$ cat config.mk
export PLATFORM = sky130hd
export DESIGN_NAME = product_accumulator_flat
export DESIGN_NICKNAME = d
export VERILOG_FILES = /design/src/rtl/product_accumulator_if.sv /design/src/rtl/product_accumulator.sv /design/src/flat_wrapper.sv
export SDC_FILE = /design/constraint.sdc
export NUM_CORES = 1
export LEC_CHECK = 0
export CELL_PAD_IN_SITES_DETAIL_PLACEMENT = 0
export CELL_PAD_IN_SITES_GLOBAL_PLACEMENT = 1
export CORE_MARGIN = 4
export CORE_UTILIZATION = 39
export DETAILED_ROUTE_END_ITERATION = 6
export PLACE_DENSITY_LB_ADDON = 0.08
export SETUP_SLACK_MARGIN = 0.5
export SYNTH_ARGS = -nofsm -noshare
export SYNTH_HDL_FRONTEND = slang
export SYNTH_SLANG_ARGS = --single-unit
$ cat constraint.sdc
create_clock -name clk -period 4 [get_ports clk]
set_clock_uncertainty 0.05 [all_clocks]
set_input_delay 0.6 -clock clk [delete_from_list [all_inputs] [get_ports clk]]
set_output_delay 0.6 -clock clk [all_outputs]
set_load 0.02 [all_outputs]
$ cat src/rtl/product_accumulator_if.sv
// Handshake bundle for product_accumulator: product input stream,
// group-abort control and the completed-sum output stream.
interface product_accumulator_if #(
  parameter int ACC_W = 12
);
  // Upstream product stream
  logic [7:0]       p_in;
  logic             p_valid;
  logic             p_ready;
  // Group abort
  logic             clear;
  // Downstream result stream
  logic [ACC_W-1:0] acc_out;
  logic             acc_valid;
  logic             acc_ready;
  // Group status
  logic [3:0]       count;
  logic             ovf;

  // Accumulator side
  modport slave (
    input  p_in,
    input  p_valid,
    output p_ready,
    input  clear,
    output acc_out,
    output acc_valid,
    input  acc_ready,
    output count,
    output ovf
  );

  // Producer / consumer side
  modport master (
    output p_in,
    output p_valid,
    input  p_ready,
    output clear,
    input  acc_out,
    input  acc_valid,
    output acc_ready,
    input  count,
    input  ovf
  );
endinterface

$ cat src/rtl/product_accumulator.sv
// product_accumulator: sums N_TERMS unsigned 8-bit products into an
// ACC_W-bit accumulator, then holds the group sum until downstream takes it.
// A sticky overflow flag records any carry out of ACC_W bits within a group.
module product_accumulator #(
  parameter int N_TERMS = 4,
  parameter int ACC_W   = 12
) (
  input  logic                  clk,
  input  logic                  rst_n,
  product_accumulator_if.slave  bus
);

  typedef enum logic [1:0] {
    ST_IDLE  = 2'd0,
    ST_ACCUM = 2'd1,
    ST_HOLD  = 2'd2
  } state_t;

  localparam logic [3:0] LAST_CNT = 4'(N_TERMS);
  localparam bit         SINGLE   = (N_TERMS == 1);

  state_t             state_q, state_d;
  logic [ACC_W-1:0]   acc_q,   acc_d;
  logic [3:0]         count_q, count_d;
  logic               ovf_q,   ovf_d;
  logic               acc_valid_q, acc_valid_d;

  logic               ready_s;
  logic               accept_s;
  logic [ACC_W-1:0]   p_ext_s;
  logic [ACC_W:0]     sum_s;
  logic [3:0]         count_inc_s;

  // Ready is withheld while holding a result, while clear aborts the group,
  // and while reset is asserted (state alone would already read IDLE then).
  assign ready_s     = rst_n & ~bus.clear & (state_q != ST_HOLD);
  assign accept_s    = bus.p_valid & ready_s;
  assign p_ext_s     = ACC_W'(bus.p_in);
  assign sum_s       = {1'b0, acc_q} + {1'b0, p_ext_s};
  assign count_inc_s = count_q + 4'd1;

  // Next-state and datapath update; clear has priority over everything.
  always_comb begin
    state_d = state_q;
    acc_d   = acc_q;
    count_d = count_q;
    ovf_d   = ovf_q;
    if (bus.clear) begin
      state_d = ST_IDLE;
      acc_d   = '0;
      count_d = 4'd0;
      ovf_d   = 1'b0;
    end else begin
      case (state_q)
        ST_IDLE: begin
          if (accept_s) begin
            acc_d   = p_ext_s;
            count_d = 4'd1;
            ovf_d   = 1'b0;
            state_d = SINGLE ? ST_HOLD : ST_ACCUM;
          end else begin
            state_d = ST_IDLE;
          end
        end
        ST_ACCUM: begin
          if (accept_s) begin
            acc_d   = sum_s[ACC_W-1:0];
            count_d = count_inc_s;
            ovf_d   = ovf_q | sum_s[ACC_W];
            if (count_inc_s == LAST_CNT) begin
              state_d = ST_HOLD;
            end else begin
              state_d = ST_ACCUM;
            end
          end else begin
            state_d = ST_ACCUM;
          end
        end
        ST_HOLD: begin
          if (bus.acc_ready) begin
            state_d = ST_IDLE;
            acc_d   = '0;
            count_d = 4'd0;
            ovf_d   = 1'b0;
          end else begin
            state_d = ST_HOLD;
          end
        end
        default: begin
          state_d = ST_IDLE;
          acc_d   = '0;
          count_d = 4'd0;
          ovf_d   = 1'b0;
        end
      endcase
    end
  end

  // Result-valid flag tracks entry into HOLD so it is a clean register output.
  always_comb begin
    acc_valid_d = 1'b0;
    if (state_d == ST_HOLD) begin
      acc_valid_d = 1'b1;
    end else begin
      acc_valid_d = 1'b0;
    end
  end

  // State and datapath registers with asynchronous active-low reset.
  always_ff @(posedge clk or negedge rst_n) begin
    if (!rst_n) begin
      state_q     <= ST_IDLE;
      acc_q       <= '0;
      count_q     <= 4'd0;
      ovf_q       <= 1'b0;
      acc_valid_q <= 1'b0;
    end else begin
      state_q     <= state_d;
      acc_q       <= acc_d;
      count_q     <= count_d;
      ovf_q       <= ovf_d;
      acc_valid_q <= acc_valid_d;
    end
  end

  assign bus.p_ready   = ready_s;
  assign bus.acc_out   = acc_q;
  assign bus.acc_valid = acc_valid_q;
  assign bus.count     = count_q;
  assign bus.ovf       = ovf_q;

endmodule

$ cat src/flat_wrapper.sv
// flat-port wrapper written by rule: the top's interface ports become plain ports
module product_accumulator_flat 
#(
  parameter int N_TERMS = 4,
  parameter int ACC_W   = 12
)
  (clk, rst_n, bus_p_in, bus_p_valid, bus_p_ready, bus_clear, bus_acc_out, bus_acc_valid, bus_acc_ready, bus_count, bus_ovf);
  product_accumulator_if #(.ACC_W(ACC_W)) bus_i ();
  input  logic clk;
  input  logic rst_n;
  input wire logic [$bits(bus_i.p_in)-1:0] bus_p_in;
  input wire logic [$bits(bus_i.p_valid)-1:0] bus_p_valid;
  output wire logic [$bits(bus_i.p_ready)-1:0] bus_p_ready;
  input wire logic [$bits(bus_i.clear)-1:0] bus_clear;
  output wire logic [$bits(bus_i.acc_out)-1:0] bus_acc_out;
  output wire logic [$bits(bus_i.acc_valid)-1:0] bus_acc_valid;
  input wire logic [$bits(bus_i.acc_ready)-1:0] bus_acc_ready;
  output wire logic [$bits(bus_i.count)-1:0] bus_count;
  output wire logic [$bits(bus_i.ovf)-1:0] bus_ovf;
  assign bus_i.p_in = bus_p_in;
  assign bus_i.p_valid = bus_p_valid;
  assign bus_p_ready = bus_i.p_ready;
  assign bus_i.clear = bus_clear;
  assign bus_acc_out = bus_i.acc_out;
  assign bus_acc_valid = bus_i.acc_valid;
  assign bus_i.acc_ready = bus_acc_ready;
  assign bus_count = bus_i.count;
  assign bus_ovf = bus_i.ovf;
  product_accumulator #(.N_TERMS(N_TERMS), .ACC_W(ACC_W)) u_core (.clk(clk), .rst_n(rst_n), .bus(bus_i));
endmodule
==> summary.md, run 1 <==
| Metric | Value |
|---|---|
| Largest net degree at the start of global routing | 16 |
| Area growth syn-to-layout | 30.4% |
| Std-Cell Rows | 20 |
| Clock Tree Root | clkbuf_4 |
| Endpoints failing setup | 0 |
| Cell Area, Placed | 0.00163 mm2 |
| Fin crit share | 0.679 |
| Fillers | 288 |
| Critical-path cell list | clkdlybuf4s50_1 > and3b_2 > clkdlybuf4s50_1 |
| Inserted Clock Buffers | 3 |
| Worst-Margin Slew | 1090 ps |
| Post-DR wirelength/cell | 14.4 um |
| Top_reg_cell synth | dfrtp_1 |
| Area contributors post-synth | dfrtp_1, ha_1, xor2_1 |
| Post-synthesis cell area | ~0.0013 mm2 |
| Share of cells above drive strength 1 | 0.0723 |
| IO Count | 32 |
| Final Hold Fails | 0 |
| Outcome | complete, no violations |
| Hold crit path type | flop to flop |
| Final worst slack | 1280 ps |
| Sinks on the clock net | 20 |
| Hpwl dp | 2380 um |
| Fin. max-slew vios | 0 |
| Fmax | around 370 MHz |
| Worst setup SP type | input pin |
| Crit-path max FO | 8 |
| Port bufs | 31 |
| Syn_nets | 156 |
| Via count | 1142 |
| Setup slack at placement | 1270 ps |
| Max_slew headroom | 0.272 |
| FF/Latch Area | 500 um2 |
| Vias in the first global route | 1099 |
| RSZ-0062 raised after global routing | no |
| Synth async-reset ratio | 1.00 |
| Most frequent cells in the layout | clkdlybuf4s50_1, dfrtp_1, nor2_1, nand2_1, o21ai_0 |
| Antenna violations before repair | 0 |
| Crit-path most repeated cell | clkdlybuf4s50_1 |
| Count of different cell masters after synthesis | 38 |
| MaxCap Viol Count | 0 |
| Overall Power | 0.459 mW |
| Synth Area per Inst | 9.59 um2 |
| Leakage Power | 0.728 nW |
| RePlAce Congestion | 0.799 |
| WP buf/inv | 2 |
| CP arrival | 2070 ps |
| CTS tree | yes |
| Iteration-0 DRC Markers | 92 |
| Leading cell type in the layout, fill and taps excluded | clkdlybuf4s50_1 |
| Kind of critical path | input pin to primary output |
| Synth area leader | dfrtp_1 |
| Postcts setup bufs | 0 |
| Sequential fraction of the synthesis area | 0.393 |
| Die Span Y | 65.2 um |
| First-pass GRT wire length | 5120 um |
| Die width | 65.2 um |
| N_diodes | 0 |
| Clock insertion delay at the later pin of the skew report | 290 ps |
| Cts repair resizes | 0 |
| Nets | 190 |
| Hold Buf Count CTS | 0 |
| Initial DRT Pass Iterations | 4 |
| Post-Syn Instances | 133 |
| CTS H-tree lvls | 1 |
| Vias/cell | 5.44 |
| Post-DRT Antenna Nets | 0 |
| Clk buf depth | 2 |
| Total negative slack | 0 ps |
| Final core utilization | 0.540 |
| EDFF count, synth | 0 |
| Post-route cell area | 0.00166 mm2 |
| Starting Density | 0.414 |
| Die ar. | ~0.0042 mm2 |
| Final Critical Period | 2720 ps |
| #FFs+latches synth | 20 |
| Worst-path clk slew | around 110 ps |
| GRT Total Usage | 0.153 |
| YS warnings | 0 |
| Total core area | 0.00308 mm2 |
| Post-Route WL | 3020 um |
| Post-route DRC | 0 |
| CP required | 3350 ps |
| Pwr per Cell Area | 276 mW/mm2 |
| Crit-path max cell delay | 640 ps |
| Total gr overflow | 0 |
| CP Capture Type | primary output |
| Top delay family on crit path | buffers and inverters |
| Worst IR drop on VDD | 193 uV |
| Share of the synthesized area in the top cell type | 0.393 |
| Area of the multi-input gates | 742 um2 |
| CP max stage cell | clkdlybuf4s50_1 |
[cells in the mapped netlist, types with 2 or more instances]
| cell | instances |
|---|---|
| xor2_1 | 7 |
| a21oi_1 | 6 |
| ha_1 | 9 |
| nand2_1 | 14 |
| nor2_1 | 14 |
| buf_2 | 2 |
| a222oi_1 | 2 |
| inv_1 | 3 |
| and3_1 | 2 |
| o21ai_0 | 12 |
| o31ai_1 | 2 |
| nor3_1 | 3 |
| dfrtp_1 | 20 |
| mux2i_1 | 3 |
| nand3_1 | 5 |
| a22oi_1 | 2 |
| xnor2_1 | 3 |
| a21o_1 | 2 |
| a211oi_1 | 3 |
[cells by family (layout without fill, tap and decap cells)]
group	after synthesis	in the layout	share of synthesized area
flip-flops	20	20	0.393
buffers and inverters	6	39	0.0255
adder cells (fa/ha/maj)	10	10	0.104
AND/OR/NAND/NOR	43	43	0.153
XOR/XNOR	10	10	0.0687
multiplexers	3	3	0.0236
AO/OA/AOI/OAI	41	41	0.233
[sequential cells by signal (all words and copies together) (netlist names)]
name and flops:
u_core.bus.ovf 1, u_core.bus.count 4, u_core.state_q 2, u_core.bus.acc_valid 1, u_core.bus.acc_out 12
[worst paths after layout]
kind / startpoint / to / slack (ps) / cells after the start
max: rst_n / bus_p_ready / 1280 / 3
min: u_core.bus.ovf / u_core.bus.ovf / 470 / 1
min in group asynchronous: rst_n / u_core.bus.count[0] / 490 / 1
max reg2reg: u_core.state_q[0] / u_core.bus.ovf / 1760 / 4
min reg2reg: u_core.bus.ovf / u_core.bus.ovf / 470 / 1
max in group asynchronous: rst_n / u_core.bus.acc_out[8] / 2910 / 2
[routing by layer]
metal  share of wire  global-route usage
met1            0.47               0.208
met2            0.47               0.252
met3           0.058              0.0274
met4          0.0043              0.0389
met5               0                   0
[where the power goes]
group / internal, mW / switching, mW
Combinational: 0.0561 / 0.0653
Sequential: 0.211 / 0.0110
Clock: 0.0554 / 0.0608
[per-stage QoR]
step | std cells | hold WS (ps)
final | 210 | 469
after global routing | 210 | 482
after CTS | 210 | 477
after detailed placement | 206 | 446
after global placement | 206 | 440
after floorplan | 133 | 254
[worst reg2reg max path, cell delays in order, from the launching register on]
cell and delay, ps:
dfrtp_1 550, nand2b_1 280, o32ai_2 900, a21oi_2 130, o21ba_1 280
[layout make-up]
type,count,share of cell area
clock buffer,4,0.0218
inverter,3,0.00677
multi-input combinational,107,0.446
sequential,20,0.301
tap,44,0.0331
timing repair buffer,32,0.191
Power figures use the tool's default switching activity.
==> run 2: changes to the inputs <==
--- a/config.mk
+++ b/config.mk
@@ -8,7 +8,7 @@
 export CELL_PAD_IN_SITES_DETAIL_PLACEMENT = 0
 export CELL_PAD_IN_SITES_GLOBAL_PLACEMENT = 1
 export CORE_MARGIN = 4
-export CORE_UTILIZATION = 39
+export CORE_UTILIZATION = 36
 export DETAILED_ROUTE_END_ITERATION = 6
 export PLACE_DENSITY_LB_ADDON = 0.08
 export SETUP_SLACK_MARGIN = 0.5
==> constraint.sdc (replaced) <==
create_clock -name clk -period 2.7 [get_ports clk]
set_clock_uncertainty 0.05 [all_clocks]
set_input_delay 0.405 -clock clk [delete_from_list [all_inputs] [get_ports clk]]
set_output_delay 0.405 -clock clk [all_outputs]
set_load 0.02 [all_outputs]
==> run 2 against run 1 <==
  * Utilization down 3.9 points
  * Non-clock buffer count up 4
  * Critical endpoint is now u_core.bus.ovf
  * First-iteration DRC count fell by 32%
  * Sequential share of layout area shrank 0.64 points
  * Setup slack got worse by 650 ps
  * Cell area grew 2.2%
  * Worst hold slack worse by 63 ps
  * Critical path type is now input pin to flop
  * Die area is 7.3% higher
  * Register-to-register slack lost 1000 ps
  * Critical path depth increased by 5
  * Largest power group unchanged
  * Sequential power increased by 46%
==> summary.md, run 2 (synthesis gave the netlist of run 1 again) <==
| Metric | Value |
|---|---|
| Outcome | complete, no violations |
| Critical R2R Capture | u_core.bus.ovf |
| Initial DRT Pass Iterations | 4 (unchanged) |
| Inserted Clock Buffers | 3 (unchanged) |
| Hold crit path type | input pin to asynchronous set/reset pin |
| Register-to-register setup slack | 720 ps (-1040 ps) |
| Worst-path clk slew | 130 ps (+20 ps) |
| Via count | 1150 (+0.70%) |
| Die width | 67.5 um (+3.6%) |
| Post-DR wirelength/cell | 14.5 um (+0.80%) |
| CP required | 2850 ps (-500 ps) |
| Fin. max-slew vios | 0 (unchanged) |
| Placed Cells incl. Taps | 212 (+2.9%) |
| Leading cell type in the layout, fill and taps excluded | clkdlybuf4s50_1 |
| Pwr per Cell Area | 409 mW/mm2 (+48%) |
| Starting Density | 0.376 (-0.0381) |
| MaxCap Viol Count | 0 (unchanged) |
| Fin crit share | 0.764 |
| IO Count | 32 (unchanged) |
| N_diodes | 0 (unchanged) |
| Leakage Power | 0.752 nW (+3.3%) |
| Iteration-0 DRC Markers | 63 (-32%) |
| Total core area | 0.00339 mm2 (+10%) |
| Max Used Layer | met4 |
| RSZ-0062 raised after global routing | no |
| Die ar. | 0.00456 mm2 (+7.3%) |
| Share of cells above drive strength 1 | 0.100 (+0.0277) |
| Vias in the first global route | 1114 (+1.4%) |
| Std-Cell Rows | 21 (+5.0%) |
| Port bufs | 31 (unchanged) |
| Crit-path max FO | 3 (-5) |
| Worst R2R Path Depth | 7 (+3) |
| Antenna violations before repair | 0 (unchanged) |
| Max_slew headroom | 0.666 (+0.394) |
| Postcts setup bufs | 0 (unchanged) |
| Final core utilization | 0.501 (-0.0390) |
| First-pass GRT wire length | 5130 um (+0.14%) |
| Wire length on met2 | 1490 um (+5.6%) |
| Nets | 194 (+2.1%) |
| Setup slack at placement | 310 ps (-959 ps) |
| Hpwl dp | 2500 um (+5.1%) |
| Worst setup SP type | input pin |
| Clk buf depth | 2 (unchanged) |
| CTS H-tree lvls | 1 (unchanged) |
| Endpoints failing setup | 0 (unchanged) |
| Most frequent cells in the layout | clkdlybuf4s50_1, dfrtp_1, nor2_1, nand2_1, o21ai_0 |
| Reg-to-reg startpoint | u_core.bus.acc_out[0] |
| Kind of critical path | input pin to flop |
| Area growth syn-to-layout | 33.3% |
| Max reg flops | 12 (unchanged) |
| Vias/cell | 5.32 (-2.1%) |
| Clock Tree Root | clkbuf_4 |
| CP Capture Type | flop |
| Final Hold Fails | 0 (unchanged) |
| Worst-Margin Slew | 501 ps (-592 ps) |
| Met1 Wirelength | 1460 um (+3.3%) |
| Post-Route WL | 3130 um (+3.7%) |
| Fmax | 485 MHz |
| CTS tree | yes |
| GRT Total Usage | 0.151 (-0.00171) |
| Post-route DRC | 0 (unchanged) |
| Final Critical Period | 2060 ps |
| Final worst slack | 637 ps (-648 ps) |
| Die Span Y | 67.5 um (+3.6%) |
| Post-Layout Cell Count | 216 (+2.9%) |
| Largest net degree at the start of global routing | 12 (-4) |
| Post-DRT Antenna Nets | 0 (unchanged) |
| RePlAce Congestion | 0.861 (+7.9%) |
| CP arrival | 2220 ps (+150 ps) |
| Routed wl met3 | 152 um (-13%) |
| Worst IR drop on VDD | 297 uV (+54%) |
| Total negative slack | 0 ps (unchanged) |
| Total gr overflow | 0 (unchanged) |
| Sinks on the clock net | 20 (unchanged) |
| Clock insertion delay at the later pin of the skew report | 310 ps (+20 ps) |
[run 2: timing repair]
action	in CTS	in global routing
resized for setup	1	1
hold buffers	0	0
setup endpoints to repair	1	1
[run 2: power breakdown]
group	leakage, nW	internal (mW)	switching (mW)	total (mW)
Sequential	0.272	0.312	0.0133	0.325
Combinational	0.459	0.0878	0.100	0.188
Clock	0.0210	0.0822	0.0994	0.182
[run 2: worst max path at each step]
stage                                from                    end  slack, ps  cells after the start
finish                        bus_p_in[0]         u_core.bus.ovf        640                      8
global route                  bus_p_in[0]  u_core.bus.acc_out[8]        530                      8
CTS                           bus_p_in[1]  u_core.bus.acc_out[7]        650                      7
detailed placement            bus_p_in[1]  u_core.bus.acc_out[7]        310                      7
global placement              bus_p_in[0]         u_core.bus.ovf        320                      8
floorplan           u_core.bus.acc_out[0]         u_core.bus.ovf        790                      7
[run 2: per-stage QoR]
step           total power [mW]  hold slack [ps]  cell area, um2
2_1_floorplan             0.440             59.4            1270
3_3_place_gp              0.518              442            1660
3_5_place_dp              0.519              450            1660
4_1_cts                   0.703              418            1690
5_1_grt                   0.740              414            1700
6_report                  0.695              406            1700
[run 2: cell type report]
class / count / area [um2]
fillers: 335 / 1690
repair buffers: 36 / 347
inverters: 3 / 11.3
well taps: 46 / 57.6
clock buffers: 4 / 36.3
flip-flops and latches: 20 / 500
multi-input cells: 107 / 747
[run 2: metal layers]
metal	vias to the layer above	global-route usage
met4	0	0.0304
met5	-	0
met3	4	0.0349
li1	570	-
met1	545	0.207
met2	31	0.243
[run 2: critical path, cell delays in order]
cell,delay [ps]
clkdlybuf4s50_1,420
ha_1,230
fa_1,420
nand3_1,150
a211oi_2,100
o2111ai_2,240
nor2_1,70
o21ba_1,170
